===== config.mk =====
export PLATFORM = sky130hd
export DESIGN_NAME = shift_rx_deframer
export DESIGN_NICKNAME = d
export VERILOG_FILES = /design/src/rtl/shift_rx_deframer.sv
export SDC_FILE = /design/constraint.sdc
export NUM_CORES = 1
export LEC_CHECK = 0
export BUFFER_PORTS_ARGS = -buffer_cell sky130_fd_sc_hd__buf_2
export CAP_MARGIN = 20
export CELL_PAD_IN_SITES_DETAIL_PLACEMENT = 1
export CELL_PAD_IN_SITES_GLOBAL_PLACEMENT = 1
export CORE_UTILIZATION = 30
export CTS_BUF_LIST = sky130_fd_sc_hd__clkbuf_2 sky130_fd_sc_hd__clkbuf_4 sky130_fd_sc_hd__clkbuf_8
export DETAILED_ROUTE_END_ITERATION = 6
export GPL_ROUTABILITY_DRIVEN = 0
export PLACE_DENSITY_LB_ADDON = 0.1
export RECOVER_POWER = 25
export SLEW_MARGIN = 20
export SYNTH_ARGS = -nofsm -noshare
export SYNTH_HDL_FRONTEND = slang
export SYNTH_SLANG_ARGS = --single-unit

===== constraint.sdc =====
create_clock -name clk -period 2.2 [get_ports clk]
set_input_delay 0.33 -clock clk [delete_from_list [all_inputs] [get_ports clk]]
set_output_delay 0.33 -clock clk [all_outputs]
set_load 0.02 [all_outputs]

===== src/rtl/shift_rx_deframer.sv =====
// Receive side of the 8-bit load/shift-left register: rebuilds each loaded byte from bit 7,
// queues it in a first-word-fall-through FIFO and keeps an XOR checksum plus error counters.
module shift_rx_deframer #(
   parameter int FIFO_DEPTH = 4
) (
   input  logic                          clk,
   input  logic                          rst_n,
   input  logic                          load_in,
   input  logic                          ser_in,
   input  logic                          rd_ready,
   input  logic                          clear,
   output logic [7:0]                    rd_data,
   output logic                          rd_valid,
   output logic [$clog2(FIFO_DEPTH):0]   fifo_count,
   output logic                          busy,
   output logic                          overflow,
   output logic [3:0]                    abort_cnt,
   output logic [7:0]                    sum_xor
);

   localparam int PW = $clog2(FIFO_DEPTH);
   localparam int CW = PW + 1;

   typedef enum logic {S_IDLE, S_SHIFT} state_t;

   state_t        state_q, state_d;
   logic [2:0]    bit_cnt_q, bit_cnt_d;
   logic [7:0]    sr_q, sr_d;
   logic [7:0]    push_byte;
   logic          push_req;
   logic          abort_evt;

   logic [7:0]    mem [FIFO_DEPTH];
   logic [PW-1:0] wr_ptr_q, rd_ptr_q;
   logic [CW-1:0] count_q;
   logic          full, pop, push_ok;
   logic [7:0]    sum_base;
   logic [3:0]    abort_base;

   // State register
   always_ff @(posedge clk) begin
      if (!rst_n) begin
         state_q   <= S_IDLE;
         bit_cnt_q <= 3'd0;
         sr_q      <= 8'h00;
      end else begin
         state_q   <= state_d;
         bit_cnt_q <= bit_cnt_d;
         sr_q      <= sr_d;
      end
   end

   // Next-state logic; a reload before the eighth bit aborts and restarts the frame
   always_comb begin
      state_d   = state_q;
      bit_cnt_d = bit_cnt_q;
      sr_d      = sr_q;
      push_req  = 1'b0;
      abort_evt = 1'b0;
      push_byte = {sr_q[6:0], ser_in};
      case (state_q)
         S_IDLE: begin
            if (load_in) begin
               state_d   = S_SHIFT;
               bit_cnt_d = 3'd0;
            end
         end
         S_SHIFT: begin
            sr_d = push_byte;
            if (bit_cnt_q == 3'd7) begin
               push_req  = 1'b1;
               bit_cnt_d = 3'd0;
               state_d   = load_in ? S_SHIFT : S_IDLE;
            end else if (load_in) begin
               abort_evt = 1'b1;
               bit_cnt_d = 3'd0;
            end else begin
               bit_cnt_d = bit_cnt_q + 3'd1;
            end
         end
         default: state_d = S_IDLE;
      endcase
   end

   // Output logic
   always_comb begin
      busy = (state_q == S_SHIFT);
   end

   assign full       = (count_q == CW'(FIFO_DEPTH));
   assign rd_valid   = (count_q != '0);
   assign pop        = rd_valid & rd_ready;
   // A full FIFO still takes the byte when the head leaves at the same edge
   assign push_ok    = push_req & (~full | pop);
   assign rd_data    = rd_valid ? mem[rd_ptr_q] : 8'h00;
   assign fifo_count = count_q;

   always_ff @(posedge clk) begin
      if (rst_n && push_ok) begin
         mem[wr_ptr_q] <= push_byte;
      end
   end

   always_ff @(posedge clk) begin
      if (!rst_n) begin
         wr_ptr_q <= '0;
         rd_ptr_q <= '0;
         count_q  <= '0;
      end else begin
         if (push_ok) wr_ptr_q <= wr_ptr_q + PW'(1);
         if (pop)     rd_ptr_q <= rd_ptr_q + PW'(1);
         case ({push_ok, pop})
            2'b10:   count_q <= count_q + CW'(1);
            2'b01:   count_q <= count_q - CW'(1);
            default: count_q <= count_q;
         endcase
      end
   end

   // Clear zeroes the status first; an event at the same edge lands on the zeroed value
   assign sum_base   = clear ? 8'h00 : sum_xor;
   assign abort_base = clear ? 4'h0 : abort_cnt;

   always_ff @(posedge clk) begin
      if (!rst_n) begin
         sum_xor   <= 8'h00;
         abort_cnt <= 4'h0;
         overflow  <= 1'b0;
      end else begin
         sum_xor   <= sum_base ^ (push_ok ? push_byte : 8'h00);
         abort_cnt <= (abort_evt && abort_base != 4'hF) ? abort_base + 4'h1 : abort_base;
         overflow  <= (~clear & overflow) | (push_req & ~push_ok);
      end
   end

endmodule


==> impl_metrics.py, run 1 <==
metrics = {
    "run_status": {
        "outcome": "finished clean",
    },
    "power_and_ir_drop": {
        "p_int_uw": 1820,
        "switching_power_uw": 540,
        "p_total_uw": 2360,
        "power.share.combinational": 0.030,
        "power.share.clock": 0.432,
        "leakagePower_uw": 0.00136,
        "irDropWorstVdd_mv": 0.316,
        "sequentialPowerShare": 0.538,
        "switching_fraction": 0.228,
        "power_per_cell_area_nw_per_um2": 685,
    },
    "synthesis": {
        "synth.largest_area_cell": "edfxtp_1",
        "async_set_or_reset_flop_fraction_in_the_synthesized_netlist": 0,
        "synth_cell_types": 37,
        "ys.warnings.count": 0,
        "postSynthRegisterBits": 65,
        "ys_dominant_reg_cell": "dfxtp_1",
        "netlist_top_cells_area": "edfxtp_1, dfxtp_1, mux4_2",
        "syn_area_per_cell_um2": 12.7,
        "mappedNetlistNets": 237,
        "synth_edf_count": 32,
        "synth.cell_area_um2": 2820,
        "post_synth_inst_count": 222,
        "seq_area_frac_synth": 0.575,
        "yosysTopAreaCellShare": 0.341,
    },
    "setup_path": {
        "worst_r2r_startpoint": "bit_cnt_q[1]$_SDFFE_PN0P_",
        "cp-start-kind": "flop",
        "timing.critical_path.to": "fifo_count[2]$_SDFFE_PN0P_",
        "ff2ff_path_depth": 11,
        "r2r_end": "fifo_count[2]$_SDFFE_PN0P_",
        "worst-path-max-fanout": 2,
        "arrival_ns": 2.38,
        "reg2reg_slack_ns": 0.08,
        "required_ns": 2.46,
        "worstSetupStartpoint": "bit_cnt_q[1]$_SDFFE_PN0P_",
        "path_class": "reg -> reg",
        "critical_path.endpoint_type": "flop",
    },
    "timing": {
        "timing_max_transition_violations_final": 0,
        "tightest_slew_ns": 0.545,
        "setup_viol": 0,
        "timing.fmax_ghz": 0.473,
        "final_hold_violation_count": 0,
        "fin_setup_tns_ns": 0,
        "final.setup.worst_slack_ns": 0.0839,
        "final.setup_skew_ns": 0.00945,
        "timing.final.crit_share": 0.962,
        "finalWorstPathRequiredPeriod_ns": 2.12,
        "worst_slew_margin_rel": 0.637,
        "hold_ws_ns": 0.240,
    },
    "flow_run": {
        "max-cap-violations": 0,
    },
    "floorplan": {
        "start_util": 0.307,
        "chipHeight_um": 99.0,
        "placement_rows": 35,
        "floorplan.io_pins": 32,
        "floorplan.core_area_um2": 9200,
        "design.die.area_um2": 9800,
        "dieWidth_um": 99.0,
    },
    "cts": {
        "tritoncts_clock_tree": "done",
        "cts-htree-levels": 3,
        "path_clk_slew_ns": 0.07,
        "cts-hold-fix-buffers": 0,
        "numCtsBuffers": 9,
        "clock_insertion_delay_worst_skew_ns": 0.34,
        "cts_buffer_depth": 2,
        "cts.sinks": 65,
        "clockRootBuffer": "clkbuf_8",
    },
    "place": {
        "post-place-cells": 367,
        "place.port_buffers": 31,
        "dp_hpwl_um": 3950,
        "pre_cts_worst_setup_slack_ns": 0.0112,
    },
    "finish": {
        "final_cells": 386,
        "design.final.nets": 285,
        "area.growth.synth_to_final_pct": 22.4,
        "highest_count_cells_in_the_layout_ignoring_fill_and_taps": "edfxtp_1, dfxtp_1, buf_2",
        "multi_input_area_um2": 1170,
        "layout-drive-gt1-share": 0.338,
        "number_of_diodes": 0,
        "final.fill_count": 1009,
        "layout.area.seq_um2": 1630,
        "layout.cells.most_common": "edfxtp_1",
    },
    "global_route": {
        "first_pass_grt_wire_length_um": 9400,
        "grt_antenna_before_repair": 0,
        "grt_start_max_net_pins": 18,
        "first_global_vias": 1828,
        "grt-ovfl-total": 0,
        "globalRouteTotalUtil": 0.128,
    },
    "route": {
        "first_pass_iters": 4,
        "via_count": 1853,
        "route.detailed.drc": 0,
        "final_wl_um": 5750,
        "drt-vias-per-instance": 4.80,
        "initialDrtViolationCount": 54,
        "wl_per_cell_um": 14.9,
        "ant_nets": 0,
    },
    "hold_path": {
        "min_path_type": "in -> reg",
    },
}
[per-layer routing]
layer  vias up  global-route usage  share of wire
li1        906                   -              -
met1       906               0.155           0.47
met2        34               0.209           0.48
met3         7              0.0411          0.037
met4         0              0.0517          0.012
met5         -                   0              0
[kinds of logic (layout without fill, tap and decap cells)]
logic type | after synthesis | count (layout) | synth area share
AND/OR/NAND/NOR | 69 | 69 | 0.145
AO/OA/AOI/OAI | 29 | 29 | 0.0679
flip-flops | 65 | 65 | 0.575
multiplexers | 24 | 24 | 0.121
XOR/XNOR | 4 | 4 | 0.0124
buffers and inverters | 22 | 75 | 0.0368
adder cells (fa/ha/maj) | 9 | 9 | 0.0426
[registers in the layout, indices dropped and copies added, names as in the netlist, named ones only]
| register | count |
|---|---|
| abort_cnt | 4 |
| wr_ptr_q | 2 |
| overflow | 1 |
| sr_q | 7 |
| busy | 1 |
| bit_cnt_q | 3 |
| rd_ptr_q | 2 |
| fifo_count | 3 |
| mem | 32 |
| sum_xor | 8 |
[repair_timing]
action	in CTS	in global routing
endpoints found under the hold margin	0	0
pin swaps	1	6
endpoints found under the setup margin	1	1
resized for setup	2	14
setup buffers	0	3
[critical path, stage by stage (launching register included)]
cell and delay [ns]:
dfxtp_2 0.34, ha_4 0.16, ha_4 0.15, nand2_2 0.08, nor2_2 0.05, inv_2 0.07, ha_4 0.15, inv_2 0.04
fa_2 0.37, xor2_2 0.18, or3_1 0.34, a21oi_1 0.12
[stage by stage]
stage	cell area, µm²	utilization
5_1_grt	3450	0.376
6_report	3450	0.376
2_1_floorplan	2840	-
4_1_cts	3370	0.367
3_5_place_dp	3170	0.345
3_3_place_gp	3170	0.345
[how the worst min path moves through the flow]
stage | slack (ns) | to | from | depth (start not counted)
2_1_floorplan | 0.43 | mem[0][0]$_DFFE_PP_ | ser_in | 0
3_3_place_gp | 0.47 | sum_xor[5]$_SDFF_PN0_ | sum_xor[5]$_SDFF_PN0_ | 2
3_5_place_dp | 0.49 | sum_xor[5]$_SDFF_PN0_ | sum_xor[5]$_SDFF_PN0_ | 2
4_1_cts | 0.23 | busy$_SDFF_PN0_ | load_in | 3
5_1_grt | 0.23 | busy$_SDFF_PN0_ | load_in | 3
6_report | 0.24 | busy$_SDFF_PN0_ | load_in | 3
[power groups by stage]
stage	clock network (µW)	logic [µW]	registers (µW)
global route	1110	78.4	1270
detailed placement	0	71.5	1300
finish	1020	71.5	1270
floorplan	0	41.6	1300
global placement	0	71.3	1300
CTS	1050	72.1	1270
[cell type report]
| type | instances | area share |
|---|---|---|
| Clock buffer | 9 | 0.0359 |
| Clock inverter | 7 | 0.0225 |
| Inverter | 12 | 0.0130 |
| Multi-Input combinational cell | 135 | 0.338 |
| Sequential cell | 65 | 0.471 |
| Tap cell | 111 | 0.0402 |
| Timing Repair Buffer | 47 | 0.0793 |
[synth_stat cells, types with 2 or more instances]
| cell type | instances |
|---|---|
| dfxtp_1 | 33 |
| edfxtp_1 | 32 |
| nor2_1 | 21 |
| mux2i_1 | 16 |
| nor2b_1 | 14 |
| inv_1 | 10 |
| nand3_1 | 10 |
| a21oi_1 | 8 |
| ha_1 | 8 |
| mux4_2 | 8 |
| nand3_2 | 8 |
| a21o_1 | 7 |
| buf_2 | 5 |
| o21ai_0 | 5 |
| and3_1 | 4 |
| xor2_1 | 4 |
| clkbuf_1 | 3 |
| o311ai_0 | 3 |
| buf_6 | 2 |
| clkinv_1 | 2 |
| o21a_1 | 2 |
| or3_1 | 2 |
(Power assumes the default switching activity.)
==> run 2: changes to the inputs <==
- CTS_BUF_LIST: sky130_fd_sc_hd__clkbuf_2 sky130_fd_sc_hd__clkbuf_4 sky130_fd_sc_hd__clkbuf_8 -> sky130_fd_sc_hd__clkbuf_4
- clock period: 2.2 -> 2 ns (I/O delays scaled with it)
==> impl_metrics.py, run 2 (synthesis results as in run 1) <==
metrics = {
    "floorplan": {
        "dieWidth_um": 99.0,
        "chipHeight_um": 99.0,
        "start_util": 0.307,
        "floorplan.io_pins": 32,
        "floorplan.core_area_um2": 9200,
        "design.die.area_um2": 9800,
        "placement_rows": 35,
    },
    "global_route": {
        "grt.met3_usage": 0.0298,
        "gr_met2_demand_resource": 0.209,
        "grt-ovfl-total": 0,
        "grt_antenna_before_repair": 0,
        "first_global_vias": 1916,
        "first_pass_grt_wire_length_um": 9670,
        "grt.busiest_layer": "met2",
        "grt_start_max_net_pins": 25,
        "grt_use_met1": 0.162,
        "globalRouteTotalUtil": 0.130,
    },
    "finish": {
        "highest_count_cells_in_the_layout_ignoring_fill_and_taps": "edfxtp_1, dfxtp_1, buf_2, buf_4, nor2_1",
        "number_of_flip_flops_under_the_largest_register_name": 32,
        "area.growth.synth_to_final_pct": 25.8,
        "final.fill_count": 990,
        "layout-drive-gt1-share": 0.380,
        "top_register": "mem",
        "layout.cells.most_common": "edfxtp_1",
        "number_of_diodes": 0,
        "design.final.nets": 294,
        "reg.largest.list": "mem x32, sum_xor x8, sr_q x7",
        "layout.area.seq_um2": 1630,
        "multi_input_area_um2": 1200,
    },
    "route": {
        "initialDrtViolationCount": 51,
        "final_wl_um": 5850,
        "route.detailed.drc": 0,
        "first_pass_iters": 4,
        "via_count": 1884,
        "drt-vias-per-instance": 4.77,
        "wl_per_cell_um": 14.8,
        "ant_nets": 0,
    },
    "timing": {
        "timing_max_transition_violations_final": 0,
        "timing.final.crit_share": 1.00,
        "fin_setup_tns_ns": -0.00407,
        "final.setup.worst_slack_ns": -0.00407,
        "timing.fmax_ghz": 0.499,
        "tightest_slew_ns": 0.480,
        "rsz_0062_raised_after_global_routing": "true",
        "final_hold_violation_count": 0,
        "setup_viol": 1,
        "worst_slew_margin_rel": 0.676,
        "hold_ws_ns": 0.137,
        "final.setup_skew_ns": 0.0148,
        "finalWorstPathRequiredPeriod_ns": 2.00,
    },
    "hold_path": {
        "min_delay_path_depth": 3,
        "hold_path_startpoint": "load_in",
        "min_path_type": "in -> reg",
        "hold-path-endpoint": "busy$_SDFF_PN0_",
    },
    "setup_path": {
        "critical_path.endpoint_type": "flop",
        "reg2reg_slack_ns": -0.004,
        "r2r_end": "fifo_count[2]$_SDFFE_PN0P_",
        "ff2ff_path_depth": 11,
        "path_class": "reg -> reg",
        "worst-path-max-fanout": 2,
        "cp-start-kind": "flop",
        "required_ns": 2.34,
        "worst_r2r_startpoint": "bit_cnt_q[0]$_SDFFE_PN0P_",
        "arrival_ns": 2.34,
    },
    "power_and_ir_drop": {
        "power.share.clock": 0.389,
        "power.share.combinational": 0.033,
        "leakagePower_uw": 0.00143,
        "switching_power_uw": 604,
        "p_total_uw": 2420,
        "switching_fraction": 0.250,
        "power_per_cell_area_nw_per_um2": 681,
        "p_int_uw": 1810,
        "irDropWorstVdd_mv": 0.241,
        "sequentialPowerShare": 0.578,
    },
    "cts": {
        "numCtsBuffers": 9,
        "clockRootBuffer": "clkbuf_4",
        "clock_insertion_delay_worst_skew_ns": 0.41,
        "tritoncts_clock_tree": "done",
        "path_clk_slew_ns": 0.12,
        "cts.sinks": 65,
        "cts-htree-levels": 3,
        "cts-hold-fix-buffers": 0,
        "cts_buffer_depth": 2,
    },
    "place": {
        "pre_cts_worst_setup_slack_ns": -0.0948,
        "dp_hpwl_um": 4090,
        "place.port_buffers": 31,
    },
    "run_status": {
        "outcome": "complete, but fails checks",
        "violations": "negative setup slack",
    },
    "flow_run": {
        "max-cap-violations": 0,
    },
}
==> run 2: area by class of cell <==
cell class              instances  area share
flip-flops and latches         65       0.460
multi-input cells             135       0.337
repair buffers                 56       0.110
well taps                     111      0.0391
clock inverters                 7      0.0222
clock buffers                   9      0.0190
inverters                      12      0.0127
==> run 2: layer usage <==
metal,part of all wire,wire (µm)
met3,0.030,174
met2,0.47,2770
met1,0.48,2800
met4,0.018,104
met5,0,0
==> run 2: repair_timing <==
item | 4_1_cts | 5_1_grt
pin swaps | 4 | 4
endpoints found under the hold margin | 0 | 0
endpoints found under the setup margin | 9 | 11
resized for setup | 15 | 14
buffers inserted | 1 | 1
==> run 2: critical path: stages, from the launching register on <==
cell	delay (ns)
dfxtp_2	0.36
ha_4	0.16
ha_4	0.16
nand2_4	0.05
nor2_2	0.04
inv_1	0.06
ha_2	0.17
inv_2	0.04
fa_2	0.33
xor2_1	0.15
or3_1	0.30
a21oi_1	0.11
==> run 2: worst max path at each step <==
stage / startpoint / to / slack (ns) / depth (start not counted)
CTS: bit_cnt_q[0]$_SDFFE_PN0P_ / fifo_count[2]$_SDFFE_PN0P_ / -0.08 / 11
global placement: rd_ready / fifo_count[2]$_SDFFE_PN0P_ / -0.05 / 10
global route: bit_cnt_q[0]$_SDFFE_PN0P_ / fifo_count[2]$_SDFFE_PN0P_ / -0.11 / 11
finish: bit_cnt_q[0]$_SDFFE_PN0P_ / fifo_count[2]$_SDFFE_PN0P_ / -0.004 / 11
floorplan: fifo_count[2]$_SDFFE_PN0P_ / fifo_count[2]$_SDFFE_PN0P_ / 0.0007 / 9
detailed placement: rd_ready / fifo_count[2]$_SDFFE_PN0P_ / -0.09 / 10
==> run 2: through the flow <==
step,util,instance area (µm²),std cells
after CTS,0.379,3490,394
after floorplan,-,2870,222
after global routing,0.386,3550,395
after global placement,0.356,3280,377
final,0.386,3550,395
after detailed placement,0.356,3280,377
==> run 2: power by group through the flow <==
stage	clock network (µW)	logic, µW	registers [µW]
after global routing	1020	88.8	1400
after global placement	0	80.6	1430
final	940	79.8	1400
after CTS	980	82.5	1400
after floorplan	0	45.8	1430
after detailed placement	0	82.1	1430
==> run 3: changes to the inputs <==
- GPL_TIMING_DRIVEN: not set -> 1
- clock period: 2 -> 2.03 ns (I/O delays scaled with it)
==> impl_metrics.py, run 3 (synthesis results as in run 1) <==
metrics = {
    "floorplan": {
        "floorplan.io_pins": 32,
        "start_util": 0.307,
        "dieWidth_um": 99.0,
        "placement_rows": 35,
        "design.die.area_um2": 9800,
        "floorplan.core_area_um2": 9200,
        "chipHeight_um": 99.0,
    },
    "finish": {
        "reg.largest.list": "mem x32, sum_xor x8, sr_q x7",
        "area.growth.synth_to_final_pct": 25.3,
        "number_of_diodes": 0,
        "final.fill_count": 1007,
        "final_core_utilization": 0.384,
        "design.final.nets": 292,
        "highest_count_cells_in_the_layout_ignoring_fill_and_taps": "edfxtp_1, dfxtp_1, buf_2",
        "top_register": "mem",
        "layout.cells.most_common": "edfxtp_1",
        "number_of_flip_flops_under_the_largest_register_name": 32,
        "layout-drive-gt1-share": 0.383,
    },
    "setup_path": {
        "cp-start-kind": "flop",
        "worst_r2r_startpoint": "bit_cnt_q[1]$_SDFFE_PN0P_",
        "path_class": "reg -> reg",
        "worstSetupStartpoint": "bit_cnt_q[1]$_SDFFE_PN0P_",
        "worst-path-max-fanout": 2,
        "required_ns": 2.36,
        "arrival_ns": 2.32,
        "critical_path.endpoint_type": "flop",
    },
    "route": {
        "wl_per_cell_um": 15.0,
        "route.top_layer_used": "met4",
        "final_wl_um": 5910,
        "met1_length_um": 2830,
        "wl_met3_um": 192,
        "route.detailed.drc": 0,
        "initialDrtViolationCount": 33,
        "via_count": 1868,
        "ant_nets": 0,
        "drt-vias-per-instance": 4.75,
        "first_pass_iters": 4,
        "total_met2_wirelength_after_detailed_routing_um": 2830,
    },
    "global_route": {
        "grt_start_max_net_pins": 19,
        "grt-ovfl-total": 0,
        "globalRouteTotalUtil": 0.134,
        "grt_antenna_before_repair": 0,
        "first_global_vias": 1992,
        "first_pass_grt_wire_length_um": 10000,
    },
    "cts": {
        "cts_buffer_depth": 2,
        "cts-htree-levels": 3,
        "cts-hold-fix-buffers": 0,
        "clock_insertion_delay_worst_skew_ns": 0.39,
        "cts.sinks": 65,
        "numCtsBuffers": 9,
        "clockRootBuffer": "clkbuf_4",
        "tritoncts_clock_tree": "done",
        "path_clk_slew_ns": 0.12,
    },
    "hold_path": {
        "min_path_type": "in -> reg",
        "hold_path_startpoint": "load_in",
    },
    "timing": {
        "tightest_slew_ns": 0.448,
        "timing.final.crit_share": 0.982,
        "timing_max_transition_violations_final": 0,
        "final_hold_violation_count": 0,
        "final.setup_skew_ns": 0.00884,
        "setup_viol": 0,
        "timing.fmax_ghz": 0.502,
        "hold_ws_ns": 0.163,
        "worst_slew_margin_rel": 0.698,
        "final.setup.worst_slack_ns": 0.0364,
        "finalWorstPathRequiredPeriod_ns": 1.99,
        "rsz_0062_raised_after_global_routing": "true",
    },
    "power_and_ir_drop": {
        "irDropWorstVdd_mv": 0.258,
        "leakagePower_uw": 0.00141,
        "power_per_cell_area_nw_per_um2": 668,
    },
    "place": {
        "place.port_buffers": 31,
        "dp_hpwl_um": 3950,
        "pre_cts_worst_setup_slack_ns": -0.0443,
    },
    "run_status": {
        "outcome": "finished clean",
    },
    "flow_run": {
        "max-cap-violations": 0,
    },
}
run 3: worst max-delay path: stages, from the launching register on:
cell     delay [ns]
dfxtp_2        0.36
ha_4           0.16
ha_4           0.15
nand2_2        0.06
nor2_2         0.04
inv_2          0.08
ha_4           0.13
inv_2          0.03
fa_2           0.35
xor2_2         0.15
or3_1          0.30
a21oi_1        0.11
run 3: layer usage:
metal / vias to the layer above / global-route usage
li1: 918 / -
met2: 28 / 0.225
met4: 0 / 0.0586
met5: - / 0
met3: 5 / 0.0298
met1: 917 / 0.166
run 3: worst paths after layout:
path                           endpoint  slack (ns)  depth (start not counted)
max reg2reg  fifo_count[2]$_SDFFE_PN0P_        0.04                         11
min reg2reg       sum_xor[5]$_SDFF_PN0_        0.50                          2
max          fifo_count[2]$_SDFFE_PN0P_        0.04                         11
min                     busy$_SDFF_PN0_        0.16                          3
run 3: power breakdown:
group          total [µW]  internal [µW]  switching, µW
clock                 901            388            513
combinational        80.9           31.3           49.6
sequential           1380           1370           7.42
run 3: cell type report:
type	instances	area, µm²	area share
Sequential cell	65	1630	0.461
Multi-Input combinational cell	135	1200	0.339
Timing Repair Buffer	54	377	0.107
Tap cell	111	139	0.0393
Clock inverter	7	78.8	0.0223
Clock buffer	9	67.6	0.0191
Inverter	12	45.0	0.0127
run 3: through the flow:
| stage | total power, µW | std cells | setup TNS [ns] | cell area [µm²] |
|---|---|---|---|---|
| floorplan | 1450 | 222 | 0 | 2850 |
| global placement | 1490 | 375 | 0 | 3260 |
| detailed placement | 1490 | 375 | -0.0443 | 3260 |
| CTS | 2410 | 392 | -0.0689 | 3450 |
| global route | 2480 | 393 | -0.286 | 3540 |
| finish | 2360 | 393 | 0 | 3540 |
run 3: repair_timing:
action	in CTS	in global routing
buffers inserted	1	1
pin swaps	5	5
setup endpoints to repair	9	10
gates resized for setup	9	21
hold endpoints to repair	0	0
